--- src/rtl/uart_stream_gen.sv ---
// Burst test-pattern source (counter / fixed byte / message buffer / LFSR) that drives
// a UART transmitter through its tx_start / tx_busy handshake.
module uart_stream_gen #(
  parameter int DATA_W       = 8,
  parameter int ADDR_W       = 4,
  parameter int GAP_W        = 16,
  parameter int BUSY_TIMEOUT = 255
) (
  input  logic              clk_25mhz,
  input  logic              resetn,
  input  logic              start,
  input  logic              abort,
  input  logic [1:0]        mode,
  input  logic [15:0]       burst_len,
  input  logic [GAP_W-1:0]  gap,
  input  logic [DATA_W-1:0] fixed_byte,
  input  logic [ADDR_W:0]   msg_len,
  input  logic              wr_en,
  input  logic [ADDR_W-1:0] wr_addr,
  input  logic [DATA_W-1:0] wr_data,
  input  logic              tx_busy,
  output logic [DATA_W-1:0] tx_data,
  output logic              tx_start,
  output logic              active,
  output logic              done,
  output logic [15:0]       byte_count,
  output logic              timeout_err
);
  localparam int MSG_DEPTH = 2 ** ADDR_W;
  localparam int TMR_W     = $clog2(BUSY_TIMEOUT + 1);
  localparam logic [ADDR_W:0]  DEPTH_L  = {1'b1, {ADDR_W{1'b0}}};
  localparam logic [TMR_W-1:0] TMR_LAST = TMR_W'(BUSY_TIMEOUT - 1);

  typedef enum logic [2:0] {S_IDLE, S_LOAD, S_START, S_ACK, S_DRAIN, S_GAP} state_t;

  state_t state_reg, state_next;

  logic [DATA_W-1:0] msg_mem [MSG_DEPTH];

  logic [1:0]        mode_reg;
  logic [15:0]       burst_len_reg;
  logic [GAP_W-1:0]  gap_reg;
  logic [GAP_W-1:0]  gap_cnt_reg;
  logic [DATA_W-1:0] fixed_reg;
  logic [ADDR_W:0]   msg_len_reg;
  logic [ADDR_W-1:0] idx_reg;
  logic [DATA_W-1:0] counter_reg;
  logic [15:0]       lfsr_reg;
  logic [TMR_W-1:0]  timer_reg;
  logic [DATA_W-1:0] tx_data_reg;
  logic [15:0]       byte_count_reg;
  logic              timeout_err_reg;
  logic              done_reg;

  logic              accept, load_fire, byte_done, timer_inc, timeout_set, gap_dec;
  logic [15:0]       count_inc;
  logic              last_byte;
  logic [ADDR_W:0]   idx_inc;
  logic [ADDR_W:0]   msg_len_clamp;
  logic [DATA_W-1:0] pattern;

  assign count_inc     = byte_count_reg + 16'd1;
  assign last_byte     = (burst_len_reg != 16'd0) && (count_inc == burst_len_reg);
  assign idx_inc       = {1'b0, idx_reg} + {{ADDR_W{1'b0}}, 1'b1};
  assign msg_len_clamp = (msg_len == '0 || msg_len > DEPTH_L) ? DEPTH_L : msg_len;

  always_comb begin
    pattern = counter_reg;
    case (mode_reg)
      2'd0: pattern = counter_reg;
      2'd1: pattern = fixed_reg;
      2'd2: pattern = msg_mem[idx_reg];
      default: pattern = lfsr_reg[DATA_W-1:0];
    endcase
  end

  always_ff @(posedge clk_25mhz) begin
    if (!resetn) state_reg <= S_IDLE;
    else         state_reg <= state_next;
  end

  // Abort overrides every transition, including a start offered in IDLE.
  always_comb begin
    state_next  = state_reg;
    accept      = 1'b0;
    load_fire   = 1'b0;
    byte_done   = 1'b0;
    timer_inc   = 1'b0;
    timeout_set = 1'b0;
    gap_dec     = 1'b0;
    if (abort) begin
      state_next = S_IDLE;
    end else begin
      case (state_reg)
        S_IDLE: if (start) begin
          accept     = 1'b1;
          state_next = S_LOAD;
        end
        S_LOAD: if (!tx_busy) begin
          load_fire  = 1'b1;
          state_next = S_START;
        end
        S_START: state_next = S_ACK;
        S_ACK: begin
          if (tx_busy) begin
            state_next = S_DRAIN;
          end else if (timer_reg == TMR_LAST) begin
            timeout_set = 1'b1;
            byte_done   = 1'b1;
          end else begin
            timer_inc = 1'b1;
          end
        end
        S_DRAIN: if (!tx_busy) byte_done = 1'b1;
        S_GAP: begin
          if (gap_cnt_reg <= GAP_W'(1)) state_next = S_LOAD;
          else                          gap_dec    = 1'b1;
        end
        default: state_next = S_IDLE;
      endcase
      if (byte_done) begin
        if (last_byte)             state_next = S_IDLE;
        else if (gap_reg == '0)    state_next = S_LOAD;
        else                       state_next = S_GAP;
      end
    end
  end

  always_ff @(posedge clk_25mhz) begin
    if (wr_en) msg_mem[wr_addr] <= wr_data;
  end

  always_ff @(posedge clk_25mhz) begin
    if (!resetn) begin
      mode_reg        <= '0;
      burst_len_reg   <= '0;
      gap_reg         <= '0;
      gap_cnt_reg     <= '0;
      fixed_reg       <= '0;
      msg_len_reg     <= DEPTH_L;
      idx_reg         <= '0;
      counter_reg     <= '0;
      lfsr_reg        <= 16'hACE1;
      timer_reg       <= '0;
      tx_data_reg     <= '0;
      byte_count_reg  <= '0;
      timeout_err_reg <= 1'b0;
      done_reg        <= 1'b0;
    end else begin
      if (accept) begin
        mode_reg        <= mode;
        burst_len_reg   <= burst_len;
        gap_reg         <= gap;
        fixed_reg       <= fixed_byte;
        msg_len_reg     <= msg_len_clamp;
        byte_count_reg  <= '0;
        counter_reg     <= '0;
        idx_reg         <= '0;
        timeout_err_reg <= 1'b0;
        lfsr_reg        <= 16'hACE1;
      end
      if (load_fire) tx_data_reg <= pattern;
      if (state_reg == S_START) timer_reg <= '0;
      else if (timer_inc)       timer_reg <= timer_reg + TMR_W'(1);
      if (timeout_set) timeout_err_reg <= 1'b1;
      if (byte_done) begin
        byte_count_reg <= count_inc;
        counter_reg    <= counter_reg + DATA_W'(1);
        idx_reg        <= (idx_inc == msg_len_reg) ? '0 : idx_inc[ADDR_W-1:0];
        lfsr_reg       <= {lfsr_reg[14:0], lfsr_reg[15] ^ lfsr_reg[13] ^ lfsr_reg[12] ^ lfsr_reg[10]};
        gap_cnt_reg    <= gap_reg;
      end else if (gap_dec) begin
        gap_cnt_reg <= gap_cnt_reg - GAP_W'(1);
      end
      done_reg <= byte_done && last_byte;
    end
  end

  // tx_start is combinational so an abort in the START cycle can still suppress it.
  assign tx_start    = (state_reg == S_START) && !abort;
  assign tx_data     = tx_data_reg;
  assign active      = (state_reg != S_IDLE);
  assign done        = done_reg;
  assign byte_count  = byte_count_reg;
  assign timeout_err = timeout_err_reg;
endmodule

--- config.mk ---
export PLATFORM = sky130hd
export DESIGN_NAME = uart_stream_gen
export DESIGN_NICKNAME = d
export VERILOG_FILES = /design/src/rtl/uart_stream_gen.sv
export SDC_FILE = /design/constraint.sdc
export NUM_CORES = 1
export LEC_CHECK = 0
export BUFFER_PORTS_ARGS = -buffer_cell sky130_fd_sc_hd__buf_4
export CORE_UTILIZATION = 60
export DETAILED_ROUTE_END_ITERATION = 8
export GPL_ROUTABILITY_DRIVEN = 0
export GPL_TIMING_DRIVEN = 0
export MAX_ROUTING_LAYER = met4
export PLACE_DENSITY = 0.8
export SLEW_MARGIN = 20
export SYNTH_ARGS = -nofsm -noshare
export SYNTH_HDL_FRONTEND = slang
export SYNTH_SLANG_ARGS = --single-unit
--- constraint.sdc ---
create_clock -name clk_25mhz -period 5.1 [get_ports clk_25mhz]
set_input_delay 0.765 -clock clk_25mhz [delete_from_list [all_inputs] [get_ports clk_25mhz]]
set_output_delay 0.765 -clock clk_25mhz [all_outputs]
set_load 0.01 [all_outputs]
==> metrics.md <==
| Metric | Value |
|---|---|
| Synth top area share | `0.341` |
| Inserted Clock Buffers | `25` |
| Hold buffer count at cts | `0` |
| M1 wire length | `~11000 um` |
| Critical-path top delay cell | `o32ai_1` |
| Die Y | `around 140 um` |
| Top Layer Used | `met4` |
| DRC violations left | `5` |
| Reg2reg start | `state_reg[1]$_SDFFE_PP0P_` |
| CP Capture Type | `register` |
| CP peak stage delay | `roughly 0.66 ns` |
| Worst IR Drop VDD | `between 0.3 and 0.4 mV` |
| Initial antenna violation count | `0` |
| Yosys synthesis warning count | `0` |
| Final hold violation count | `0` |
| CTS tree | `built` |
| Grt ovf | `0` |
| Post-synth top flop | `dfxtp_1` |
| Crit Path Max Fanout | `10` |
| Commonest cells in the netlist | `dfxtp_1 (132), edfxtp_1 (128), nand2_1 (127), a21oi_1 (88), nor2_1 (76)` |
| Yosys reg bits | `260` |
| CP top delay family | `buffers and inverters` |
| Post-route antenna net violation count | `0` |
| Crit path cell chain | `clkbuf_1, nand3b_1, o32ai_1, nand2_1, clkbuf_1, clkbuf_1, nor2_1, o21ai_0, a21oi_1` |
| Clock buffer depth | `3` |
| Max-cap viol count | `0` |
| Avg WL per Cell | `approximately 21 um` |
| Endpoints failing setup | `0` |
| Fin Setup TNS | `0 ns` |
| Top reg by flops | `msg_mem` |
| Number of flip-flops in the largest register | `between 100 and 150` |
| GR Util All Layers | `0.310` |
| Iter 0 DRT Violations | `701` |
| CP Class | `register to register` |
| WL met2 | `roughly 15000 um` |
| Crit path required time | `5.56 ns` |
| Setup bufs post-CTS | `0` |
| Largest net degree at the start of global routing | `17` |
| Slew @ Worst Pin | `about 0.87 ns` |
| Initial Util | `0.619` |
| 1st-pass router iterations | `9` |
| N_diodes | `0` |
| Syn_nets | `1068` |
| Worst hold path class | `register to register` |
| Synth area leaders | `edfxtp_1 (34%), dfxtp_1 (23%), mux4_2 (8.0%)` |
| CTS clk-pin slew, worst paths | `0.06 ns` |
| Syn_area_per_cell | `11.3 um2` |
| Final Max Tran Viols | `0` |
| Final nets | `roughly 1200` |
| PortBufs | `91` |
| Tcrit/Tclk final | `0.630` |
| Die Span X | `around 140 um` |
| Count leader, synth | `dfxtp_1` |
| DIE AREA | `19300 um2` |
| Clk_skew | `0.0107 ns` |
| Via density | `6.33` |
| Pleak | `about 0.0045 uW` |
| Met3 WL | `approximately 1900 um` |
| Post-synthesis cell type count | `between 60 and 70` |
| EDFF count, synth | `about 130` |
| Post-synth ARST share | `0` |
| Layout area overhead | `16.4%` |
| Via count | `~8600` |
| Worst Hold Launch | `fixed_reg[7]$_SDFFE_PN0P_` |
| Run status | `complete, but fails checks` |
| Crit. Startpoint | `state_reg[1]$_SDFFE_PP0P_` |
| Critical Path AT | `about 3.7 ns` |
| Final Critical Period | `between 3 and 4 ns` |
| Root Driver | `clkbuf_16` |
| Vias in the first global route | `8420` |
| Sequential share of the synthesized area | `0.576` |
| Number of I/O pins | `93` |
| Worst Setup Start Kind | `register` |
| Critical path buffers and inverters | `3` |
| Drt total wl | `28400 um` |
| Post-Synthesis Cells | `approximately 1000` |
| Max Clk Rate | `0.311 GHz` |
| H-tree levels | `1` |
| PD cells | `~340 nW/um2` |
| Final core utilization | `0.720` |
| Setup repair after global routing missed its margin | `false` |
| Cell Rows | `49` |
| Core ar. | `18200 um2` |
| Max-slew headroom at the worst pin | `0.418` |
| Share of cells above drive strength 1 | `0.173` |
| CP most frequent cell | `clkbuf_1` |
| Post-Syn Area | `11300 um2` |
| Post-DP HPWL | `about 20000 um` |
| Post_cts resized | `0` |
| Dominant cell type by area after synthesis | `edfxtp_1` |
| Violated checks | `design-rule violations` |
| Worst-skew pair later-pin latency | `~0.54 ns` |
| Global-route wire length before repair | `approximately 45000 um` |
| Sink Count | `260` |
==> cell type report <==
type	instances	area, um2
buffer	56	216
clock buffer	38	734
clock inverter	8	104
fill	1258	5090
inverter	12	45.0
multi-input combinational	667	4550
sequential	260	6490
tap	229	287
timing repair buffer	92	691
==> cell usage in the layout (no fill, tap or decap), types with 6 or more instances in the layout <==
cell       instances
clkbuf_1          54
buf_4             92
nand3b_1          13
nand2_1          127
o31ai_1           10
o22a_1             6
inv_1             12
a21oi_1           88
nor3_1            22
a22o_1            10
xnor2_1           22
and3_1            10
o22ai_1           10
nand3_1           20
mux4_2            40
mux2_2            10
ha_1               8
nor2_1            76
edfxtp_1         128
nor4_1            20
a211oi_1           7
nand2b_1          13
a31oi_1            9
clkbuf_16         25
nand4_1           13
or4_1              7
dfxtp_1          132
xor2_1            16
or3_1             10
o21ai_0           33
clkbuf_8           6
==> routing by layer <==
| layer | up-vias | GRT usage |
|---|---|---|
| met5 | - | - |
| met4 | 0 | 0.132 |
| met3 | 81 | 0.0387 |
| met2 | 388 | 0.532 |
| met1 | 4160 | 0.369 |
| li1 | 3997 | - |
==> report_power, final <==
part	internal [uW]	switching, uW
clock network	1100	782
registers	2240	29.8
logic	113	175
==> final timing paths <==
check                                              endpoint  slack (ns)  depth (start not counted)
worst min-delay path              fixed_reg[7]$_SDFFE_PN0P_        0.46                          2
worst min register to register    fixed_reg[7]$_SDFFE_PN0P_        0.46                          2
worst max-delay path            byte_count[12]$_SDFFE_PN0N_        1.89                          9
worst max register to register  byte_count[12]$_SDFFE_PN0N_        1.89                          9
==> worst min-delay path: stages, from the launching register on <==
cell,delay [ns]
dfxtp_1,0.31
nand2_1,0.05
a21oi_1,0.06
==> kinds of logic (layout without fill, tap and decap cells) <==
family	Yosys count	after routing	synth area share
XOR/XNOR	38	38	0.0295
multiplexers	50	50	0.0899
adder cells (fa/ha/maj)	8	8	0.00888
buffers and inverters	68	206	0.0232
flip-flops	260	260	0.576
AO/OA/AOI/OAI	210	210	0.116
AND/OR/NAND/NOR	361	361	0.157
==> stage by stage <==
| step | area, um2 | power (uW) | setup slack, ns | instances | hold slack (ns) |
|---|---|---|---|---|---|
| 6_report | 13100 | 4430 | 1.89 | 1362 | 0.464 |
| 3_5_place_dp | 12300 | 2590 | 2.02 | 1316 | 0.454 |
| 2_1_floorplan | 11300 | 2460 | 2.75 | 995 | 0.433 |
| 5_1_grt | 13100 | 4560 | 1.69 | 1362 | 0.470 |
| 4_1_cts | 13100 | 4450 | 2.06 | 1362 | 0.463 |
| 3_3_place_gp | 12200 | 2580 | 1.68 | 1315 | 0.442 |
Note: power is estimated with default switching activity, not from simulation.
